<file path="src/rtl/rom_arbiter.sv">
// Arbitrates the single-port program ROM between instruction fetch (IF) and data read (DP).
// Optional macro BUS_ERR_EN adds the bus_err output for misaligned or out-of-range accesses.
module rom_arbiter #(
   parameter logic [15:0] BOUND_L     = 16'hC000,
   parameter logic [15:0] BOUND_U     = 16'hFFFF,
   parameter int          WAIT_STATES = 0
) (
   input  logic        clk,
   input  logic        rst,
   input  logic        if_req,
   input  logic [15:0] if_addr,
   output logic        if_ack,
   output logic [15:0] if_data,
   input  logic        dp_req,
   input  logic [15:0] dp_addr,
   input  logic        dp_bw,
   output logic        dp_ack,
   output logic [15:0] dp_data,
   output logic [15:0] mem_addr,
   input  logic [15:0] mem_rdata,
   output logic        busy
`ifdef BUS_ERR_EN
   ,
   output logic        bus_err
`endif
);

   localparam logic [0:0] IDLE      = 1'b0;
   localparam logic [0:0] ACCESS    = 1'b1;
   localparam logic       OWN_IF    = 1'b0;
   localparam logic       OWN_DP    = 1'b1;
   localparam logic [3:0] WAIT_INIT = 4'(WAIT_STATES);

   logic [0:0]  state;
   logic        owner;
   logic [3:0]  wait_cnt;
   logic        cur_byte;
   logic        cur_oor;
   logic        grant_valid;
   logic        grant_owner;
   logic [15:0] grant_addr;
   logic        grant_byte;
   logic        grant_oor;
   logic [15:0] read_data;

   // 17-bit compare so that BOUND_U - 1 never wraps around
   function automatic logic out_of_range(input logic [15:0] addr);
      logic [16:0] a;
      a = {1'b0, addr};
      return (a < {1'b0, BOUND_L}) || (a > ({1'b0, BOUND_U} - 17'd1));
   endfunction

   // In IDLE DP has priority; at completion only the non-owner may be granted
   always_comb begin
      grant_valid = 1'b0;
      grant_owner = OWN_IF;
      grant_addr  = {if_addr[15:1], 1'b0};
      grant_byte  = 1'b0;
      grant_oor   = out_of_range(if_addr);
      if ((state == IDLE || owner == OWN_IF) && dp_req) begin
         grant_valid = 1'b1;
         grant_owner = OWN_DP;
         grant_addr  = dp_bw ? dp_addr : {dp_addr[15:1], 1'b0};
         grant_byte  = dp_bw;
         grant_oor   = out_of_range(dp_addr);
      end else if ((state == IDLE || owner == OWN_DP) && if_req) begin
         grant_valid = 1'b1;
      end
   end

   always_comb begin
      read_data = mem_rdata;
      if (cur_oor)
         read_data = 16'h0000;
      else if (cur_byte)
         read_data = {8'h00, mem_rdata[7:0]};
   end

`ifdef BUS_ERR_EN
   logic grant_err;
   logic cur_err;

   assign grant_err = grant_oor | ((grant_owner == OWN_DP) & ~grant_byte & dp_addr[0]);

   always_ff @(posedge clk) begin
      if (rst) begin
         cur_err <= 1'b0;
         bus_err <= 1'b0;
      end else begin
         bus_err <= 1'b0;
         if (state == IDLE || wait_cnt == 4'd0) begin
            if (state == ACCESS)
               bus_err <= cur_err;
            if (grant_valid)
               cur_err <= grant_err;
         end
      end
   end
`endif

   always_ff @(posedge clk) begin
      if (rst) begin
         state    <= IDLE;
         owner    <= OWN_IF;
         mem_addr <= 16'h0000;
         wait_cnt <= 4'd0;
         cur_byte <= 1'b0;
         cur_oor  <= 1'b0;
         if_ack   <= 1'b0;
         dp_ack   <= 1'b0;
         if_data  <= 16'h0000;
         dp_data  <= 16'h0000;
      end else begin
         if_ack <= 1'b0;
         dp_ack <= 1'b0;
         if (state == ACCESS && wait_cnt != 4'd0) begin
            wait_cnt <= wait_cnt - 4'd1;
         end else begin
            if (state == ACCESS) begin
               if (owner == OWN_DP) begin
                  dp_data <= read_data;
                  dp_ack  <= 1'b1;
               end else begin
                  if_data <= read_data;
                  if_ack  <= 1'b1;
               end
            end
            if (grant_valid) begin
               state    <= ACCESS;
               owner    <= grant_owner;
               mem_addr <= grant_addr;
               wait_cnt <= WAIT_INIT;
               cur_byte <= grant_byte;
               cur_oor  <= grant_oor;
            end else begin
               state <= IDLE;
            end
         end
      end
   end

   assign busy = (state != IDLE);

endmodule

</file>
<file path="config.mk">
export PLATFORM = sky130hd
export DESIGN_NAME = rom_arbiter
export DESIGN_NICKNAME = d
export VERILOG_FILES = /design/src/rtl/rom_arbiter.sv
export SDC_FILE = /design/constraint.sdc
export NUM_CORES = 1
export LEC_CHECK = 0
export BUFFER_PORTS_ARGS = -buffer_cell sky130_fd_sc_hd__buf_4
export CORE_ASPECT_RATIO = 1.1
export CORE_MARGIN = 3
export CORE_UTILIZATION = 30
export CTS_CLUSTER_DIAMETER = 40
export CTS_CLUSTER_SIZE = 28
export DETAILED_ROUTE_END_ITERATION = 10
export GPL_TIMING_DRIVEN = 0
export PLACE_DENSITY_LB_ADDON = 0.1
export SETUP_SLACK_MARGIN = 0.15
export SLEW_MARGIN = 10
export SYNTH_ARGS = -nofsm -noshare
export SYNTH_HDL_FRONTEND = slang
export SYNTH_SLANG_ARGS = --single-unit
</file>
<file path="constraint.sdc">
create_clock -name clk -period 2.15 [get_ports clk]
set_clock_uncertainty 0.05 [all_clocks]
set_input_delay 0.43 -clock clk [delete_from_list [all_inputs] [get_ports clk]]
set_output_delay 0.43 -clock clk [all_outputs]
set_load 0.01 [all_outputs]
</file>
Word level (Yosys, flattened, before mapping). Index checks and enable logic that the tools add are counted.

Bits in registers: 58. Word-level logic and storage cells: 45.

Add/subtract/negate cells: 1. Magnitude comparators: 4. Mux-type cells: 14. Bitwise operators: 3. Reductions and logical operators: 13.

Operators by type and width (count): 16-bit 2-to-1 mux (3); 16-bit > comparator (second input constant) (2); 16-bit < comparator (second input constant) (2); 1-bit 2-to-1 mux (9); 4-bit 2-to-1 mux (2); 3-bit AND reduction (2); 1-bit logical OR (4); 4-bit nonzero test (1); 4-bit by 1-bit subtractor with 4-bit output (second input constant) (1); 1-bit logical AND (3); 1-bit NOT (3); 3-bit OR reduction (1); 2-bit AND reduction (1); 2-bit nonzero test (1).

Longest topological paths before layout. Gate-level depths: netlist of run 1.

Depth in word-level cells: 7. Mapped depth: 8. Mapped depth without buffers: 6.

Worst setup path after synthesis of run 1. OpenSTA, ideal clock, no wires.

Kind: reg2reg. Start point: reg wait_cnt[0]. End point: reg mem_addr[7]. Arrival: 1.796 ns. Required time: 2.032 ns. Setup slack: 0.236 ns. Stages on the path, launching flop included: 9. Clock period less this slack: 1.914 ns. Cell sequence: dfxtp_1 > inv_1 > ha_1 > or3b_4 > and2_4 > or3_1 > buf_6 > buf_12 > o2bb2ai_4.

Longest elaborated chain between the ends: 4.

Ends and longest elaborated chain: from (decl) (RTL line 36) `logic [3:0] wait_cnt;`; from (signal assigned) (RTL line 117) `wait_cnt <= wait_cnt - 4'd1;`; 4-bit nonzero test (RTL line 116) `if (state == ACCESS && wait_cnt != 4'd0) begin`; 1-bit logical AND (RTL line 116); 1-bit NOT (no line); 2-bit AND reduction (no line); to (signal assigned) (RTL line 131) `mem_addr <= grant_addr;`; to (decl) (RTL line 19) `output logic [15:0] mem_addr,`.

Every way passes these cells. A chain may end at the register's enable or synchronous reset.

Worst setup path after layout of run 1.
Start point: reg wait_cnt[0]. End point: reg mem_addr[11].

The elaborated chain is that of the path after synthesis.

==> implementation parameters, run 1 <==
Parameter                              Value

Logic synthesis
  Synth warn    0
  Number of synthesized register bits    58
  Compound-gate portion of the synthesized area    19.2%
  Adder and majority gate portion of the synthesized area    under 10%
  Synth Area in XOR/XNOR    less than 1%
  Main combinational cell family by area after synthesis    simple AND/OR/NAND/NOR gates
  Avg Inst Size Synth    9.22 um^2
  Combined area of all synthesized cells    2450 um^2
  Post-synthesis simple-gate area fraction    20.9%
  Number of instances in the synthesized netlist    266
  Fraction of synthesized area in multiplexers    about 6.5%
  Sequential element share of the synthesized area    between 40 and 50%
  Syn_nets    approximately 320
  Count of cell types in the netlist    39

Critical path
  Kind of start point of the critical path    flip-flop
  Cell at the slowest stage of the critical path    or3b_4
  Required time worst endpoint    between 2000 and 2500 ps
  End of the worst register-to-register path    mem_addr[11]
  Delay-heaviest family, CP    simple AND/OR/NAND/NOR gates
  CP max stage delay    around 400 ps
  Worst setup path class    flip-flop to flip-flop
  Depth of the worst register-to-register path    8
  Crit path arrival time    2190 ps
  R2R Setup Slk    between 150 and 200 ps
  Crit. End Element    flip-flop
  Crit-path cells    inv_4 -> ha_4 -> or3b_4 -> and2_4 -> or3_4 -> buf_6 -> buf_12 -> o2bb2ai_2
  Total buffers and inverters traversed by the critical path    3
  Top fanout value on the critical path    10
  RR Startpoint    wait_cnt[0]

Placement
  Cell count after placement    474
  Placement-stage cell area    about 3400 um^2
  Dpl hpwl    5000 um
  Count of input and output buffers    a little over 100
  RePlAce Congestion    roughly 0.72

Finish
  Filler Cells Inserted    779
  Final instance count without filler cells    roughly 500
  # nets final    441
  Fraction of final layout cells sized beyond drive strength 1    40.2%
  Commonest cells after routing, fill and taps aside    108 x buf_4, 57 x dfxtp_1, 55 x nand2_1, 37 x a21oi_1, 20 x nand3_1
  Inserted Diodes    0
  Post-route design area    3690 um^2
  Area growth, synth to finish    50.6%
  Most common cell after layout, fill and taps aside    buf_4

Global route
  Maximum number of pins on one net before global-route repair    11
  Wire length of the first global-routing pass    11100 um
  Global Route Usage Sum    about 15%
  Vias in the first global route    approximately 2300
  Total congestion overflow after global routing    0
  Initial antenna violation count    0

Floorplanning
  Initial core utilization    31.9%
  Y dimension of the die    101 um
  Placement Rows    33
  Top-Level Pins    104
  Core ar.    ~7700 um^2
  Total Die Area    9300 um^2
  Die extent in x    92.2 um

Detailed routing
  Initial DRT Pass Iterations    4
  Post-DR wirelength/cell    13.9 um
  Per-cell via count in the routed design    4.70
  Detailed Route WL    between 6000 and 7000 um
  DR vias    2331
  Iteration-0 DRC count of the detailed router    59
  Final ANT Viol Nets    0
  Remaining routing DRC violations    0

Worst hold path
  Min-Delay Startpoint    dp_addr[0]
  Hold/Removal Path Class    primary input to flip-flop
  WHS Endpoint    mem_addr[0]
  Hold Path Cell Cnt    2

Clocking
  Number of buffers added by the clock tree synthesis step    9
  Number of H-tree levels    3
  CTS tree    yes
  Clock slew at reported path FFs    70 ps
  Clock buffer depth    2
  Number of sinks handled by clock tree synthesis    slightly below 60
  Root cell of the clock tree    clkbuf_8
  Clock insertion delay at the later pin of the skew report    about 330 ps

STA
  Setup repair after global routing missed its margin    true
  Headroom to the max-slew limit    65.8%
  Maximum achievable frequency    around 0.50 GHz
  Number of max-slew violations in the final report    0
  Endpoints failing setup    0
  Final critical path time including I/O delays and setup    1980 ps
  Post-route clock period utilization    roughly 92%
  Worst-Margin Slew    513 ps
  Final TNS setup    0 ps
  Endpoints failing hold    0

Run status
  Outcome    completed

Flow run
  Max-cap viol count    0

Pwr
  Leakage power total    0.00157 uW
  Power per Cell Area    770 nW/um^2
  Post-route total power    roughly 2800 uW
  Worst-case vdd ir drop    between 0.2 and 0.3 mV
-- area by class of cell --
cell class                      count  area, um^2  share of cell area [%]
Buffer                             18         119                    3.22
Clock buffer                       11         141                    3.83
Clock inverter                      5        77.6                    2.10
Inverter                            3        13.8                   0.373
Multi-Input combinational cell    187        1220                    33.0
Sequential cell                    58        1160                    31.5
Tap cell                          105         131                    3.56
Timing Repair Buffer              109         831                    22.5
-- worst register-to-register path, stage by stage, from the launching register on --
cell and delay [ps]:
dfxtp_2 340, inv_4 70, ha_4 130, or3b_4 400
and2_4 180, or3_4 320, buf_6 140, buf_12 150
o2bb2ai_2 130
-- sequential cells by signal (all words and copies together), names as in the netlist --
register and cells:
dp_data 16, if_data 16, mem_addr 16, wait_cnt 4, busy 1, cur_byte 1, cur_oor 1, dp_ack 1
if_ack 1, owner 1
-- report_power, final --
group / internal (uW) / switching [uW]
logic: 265 / 252
registers: 1150 / 52.7
clock network: 681 / 443
total: 2100 / 747
-- synth_stat cells (all sizes together) --
library cell	n	share of area, %
mux2i	16	6.5
nor3	1	0.20
and4b	1	0.41
o32ai	1	0.36
buf	9	2.8
dfxtp	58	47
o2bb2ai	17	9.1
nor3b	2	0.82
nand3	21	4.3
inv	3	0.46
a21oi	37	7.6
xnor2	1	0.36
or3b	1	0.46
and3	1	0.26
a22o	1	0.36
o21ai	1	0.20
or3	1	0.26
and2	2	0.61
or2b	1	0.31
nor2b	8	2.0
a21o	1	0.31
nor2	3	0.46
ha	2	1.0
a21boi	1	0.31
nor4	2	0.51
a211oi	1	0.31
o21ba	1	0.41
nand2	55	8.4
nand3b	1	0.31
clkbuf	9	1.4
o21a	1	0.31
nand4	6	1.5
-- per-stage QoR --
stage / hold WS, ps / setup WS (ps) / util, %
floorplan: 377 / 236 / -
global placement: 395 / 36.1 / 43.7
detailed placement: 396 / 59.0 / 43.7
CTS: 282 / 150 / 47.3
global route: 301 / 110 / 48.1
finish: 295 / 167 / 48.1
-- how the worst max path moves through the flow --
stage | startpoint | end | slack [ps] | cells after the start
floorplan | wait_cnt[0] | mem_addr[7] | 240 | 8
global placement | wait_cnt[0] | if_data[9] | 40 | 7
detailed placement | wait_cnt[0] | if_data[9] | 60 | 7
CTS | wait_cnt[0] | mem_addr[11] | 150 | 8
global route | wait_cnt[1] | mem_addr[8] | 110 | 8
finish | wait_cnt[0] | mem_addr[11] | 170 | 8
-- routing by layer --
layer  share of wire (%)  wire, um  GRT usage [%]
met4                 1.1        79           5.83
met5                   0         0              0
met1                  46      3160           19.0
met3                 8.7       601           5.00
met2                  44      3040           23.7
-- logic make-up (layout without fill, tap and decap cells) --
group | count (synthesis) | in the layout
AO/OA/AOI/OAI | 62 | 62
XOR/XNOR | 1 | 1
adder cells (fa/ha/maj) | 2 | 2
buffers and inverters | 21 | 146
flip-flops | 58 | 58
multiplexers | 16 | 16
AND/OR/NAND/NOR | 106 | 106
-- what timing repair did --
action                                  in CTS  in global routing
resized for setup                            6                 14
gates cloned                                 0                  0
setup buffers                                3                  3
hold buffers                                 0                  0
pin swaps                                    0                  0
endpoints found under the setup margin      34                 35
Power figures use the tool's default switching activity.
==> run 2: changes to the inputs <==
==> constraint.sdc (replaced) <==
create_clock -name clk -period 1.7 [get_ports clk]
set_clock_uncertainty 0.05 [all_clocks]
set_input_delay 0.34 -clock clk [delete_from_list [all_inputs] [get_ports clk]]
set_output_delay 0.34 -clock clk [all_outputs]
set_load 0.01 [all_outputs]
==> run 2 against run 1 <==
The flow now finishes with violations (setup timing). Sequential power is 28% higher. Non-clock buffer count up 21. Routed wire length up 10%. Power increased by 27%. Via count is 6.1% higher. Core utilization rose by 7.7 points. Maximum frequency grew 1.4%.
==> implementation parameters, run 2 (synthesis gave the netlist of run 1 again) <==
Parameter                              Value

Detailed routing
  DR vias    2474 (+6.1%)
  Initial DRT Pass Iterations    4 (unchanged)
  Iteration-0 DRC count of the detailed router    56 (-5.1%)
  Detailed Route WL    7590 um (+10%)
  Final ANT Viol Nets    0 (unchanged)
  Post-DR wirelength/cell    14.7 um (+5.8%)
  Per-cell via count in the routed design    4.79 (+1.8%)
  Remaining routing DRC violations    0 (unchanged)

Global route
  Maximum number of pins on one net before global-route repair    11 (unchanged)
  Layer with the highest usage    met2
  Vias in the first global route    2288 (+1.1%)
  Met3 demand-to-capacity share in global routing    4.71% (-0.30 points)
  Global Route met1 Usage    19.1% (+0.068 points)
  Global Route Usage Sum    15.2% (+0.22 points)
  Wire length of the first global-routing pass    11200 um (+0.81%)
  Global-route met2 utilization    24.4% (+0.73 points)
  Initial antenna violation count    0 (unchanged)
  Total congestion overflow after global routing    0 (unchanged)

Finish
  Fraction of final layout cells sized beyond drive strength 1    57.8% (+18 points)
  Area taken by multi-input logic gates    1540 um^2 (+27%)
  Post-layout util    55.8% (+7.7 points)
  Register area    1160 um^2 (+0.11%)
  Most common cell after layout, fill and taps aside    buf_4
  Filler Cells Inserted    726 (-6.8%)
  Commonest cells after routing, fill and taps aside    119 x buf_4, 56 x dfxtp_1, 45 x nand2_1, 24 x a21oi_2, 15 x mux2i_1
  Inserted Diodes    0 (unchanged)
  Area growth, synth to finish    74.7%
  # nets final    462 (+4.8%)
  Largest registers    dp_data x16, if_data x16, mem_addr x16
  Post-route design area    4290 um^2 (+16%)

Placement
  Placement-stage cell area    3370 um^2 (+0.41%)
  Count of input and output buffers    103 (unchanged)
  Dpl hpwl    5000 um (about the same)
  RePlAce Congestion    0.743 (+3.9%)
  Placement-stage worst setup slack    -375 ps (-434 ps)

STA
  Number of max-slew violations in the final report    0 (unchanged)
  Final TNS setup    -6890 ps (-6890 ps)
  Headroom to the max-slew limit    54.1% (-12 points)
  Worst-Margin Slew    688 ps (+175 ps)
  Final critical-path setup slack    -256 ps (-423 ps)
  Maximum achievable frequency    0.511 GHz (+1.4%)
  Post-route clock period utilization    115% (+23 points)
  Endpoints failing hold    0 (unchanged)
  Endpoints failing setup    39 (+39)
  Setup repair after global routing missed its margin    true
  Final critical path time including I/O delays and setup    1960 ps (-27.2 ps)

Critical path
  Kind of start point of the critical path    flip-flop
  Crit. End Element    flip-flop
  Depth of the worst register-to-register path    9 (+1)
  Cell at the slowest stage of the critical path    or3b_4
  Worst setup path class    flip-flop to flip-flop
  Required time worst endpoint    1870 ps (-490 ps)
  Top fanout value on the critical path    5 (-5)
  Crit path arrival time    2130 ps (-60 ps)
  Crit-path cells    inv_2 -> ha_4 -> or3b_4 -> and2_4 -> buf_6 -> o21ba_4 -> buf_8 -> clkbuf_16 -> o2bb2ai_2
  CP max stage delay    370 ps (-30 ps)

Clocking
  CTS tree    yes
  Clock buffer depth    2 (unchanged)
  Root cell of the clock tree    clkbuf_8
  Number of buffers added by the clock tree synthesis step    9 (unchanged)
  Number of H-tree levels    3 (unchanged)
  Number of sinks handled by clock tree synthesis    58 (unchanged)
  Number of buffers added to fix hold violations after cts    0 (unchanged)
  Clock slew at reported path FFs    70 ps (about the same)
  Clock insertion delay at the later pin of the skew report    330 ps (about the same)

Run status
  Outcome    finished with violations
  Violated checks    setup timing

Floorplanning
  Core ar.    7680 um^2 (unchanged)
  Placement Rows    33 (unchanged)
  Total Die Area    9300 um^2 (unchanged)
  Y dimension of the die    101 um (unchanged)
  Die extent in x    92.2 um (unchanged)
  Top-Level Pins    104 (unchanged)
  Initial core utilization    31.9% (unchanged)

Worst hold path
  Hold/Removal Path Class    primary input to flip-flop
  Hold Path Cell Cnt    2 (unchanged)

Pwr
  Worst-case vdd ir drop    0.387 mV (+31%)
  Power per Cell Area    841 nW/um^2 (+9.3%)
  Leakage power total    0.00182 uW (+15%)

Flow run
  Max-cap viol count    0 (unchanged)
## run 2: cell count changes in the layout (fill, tap and decap cells not counted), moves of 4 or more
cell / change
nand2_1: -10
nand3_1: -12
buf_4: +11
o2bb2ai_4: +4
a21oi_1: -24
o2bb2ai_1: -5
nand3_2: +12
buf_6: +9
nand2_4: +7
a21oi_2: +24
## run 2: critical path: cells and delay by family (launching register included)
kind,cells,cell delay [ps]
fa+ha+maj,1,130
buf+inv,4,470
simple gates,2,540
compound gates,2,310
flops,1,330
## run 2: per-stage QoR
step           std cells  hold slack (ps)  total power, uW
5_1_grt              517              180             3770
4_1_cts              507              173             3500
3_5_place_dp         474              398             2180
6_report             517              190             3600
2_1_floorplan        266              377             1860
3_3_place_gp         474              394             2180
## run 2: cell type report
| cell class | count | share of cell area [%] |
|---|---|---|
| multi-input cells | 187 | 36.0 |
| flip-flops and latches | 58 | 27.2 |
| repair buffers | 130 | 25.3 |
| plain buffers | 18 | 3.91 |
| well taps | 105 | 3.07 |
| clock buffers | 10 | 2.98 |
| clock inverters | 6 | 1.34 |
| inverters | 3 | 0.263 |
## run 2: worst paths after layout
kind / slack (ps) / endpoint / from
worst max-delay path: -260 / mem_addr[15] / wait_cnt[0]
worst min-delay path: 190 / mem_addr[0] / dp_addr[0]
worst max register to register: -260 / mem_addr[15] / wait_cnt[0]
worst min register to register: 400 / dp_data[9] / dp_data[9]
## run 2: what timing repair did
action | 4_1_cts | 5_1_grt
endpoints found under the setup margin | 57 | 57
resized for setup | 35 | 80
hold endpoints to repair | 0 | 0
buffers inserted | 16 | 6
cloned | 1 | 4
pin swaps | 22 | 34
## run 2: power by group
part           switching, uW  internal (uW)
clock network            557            667
logic                    404            447
registers               76.3           1450
total                   1040           2570
## run 2: routing by layer
layer  vias up  wire, um
met1      1149      3200
met3        10       611
li1       1221         -
met5         -         0
met4         0       119
met2        94      3650
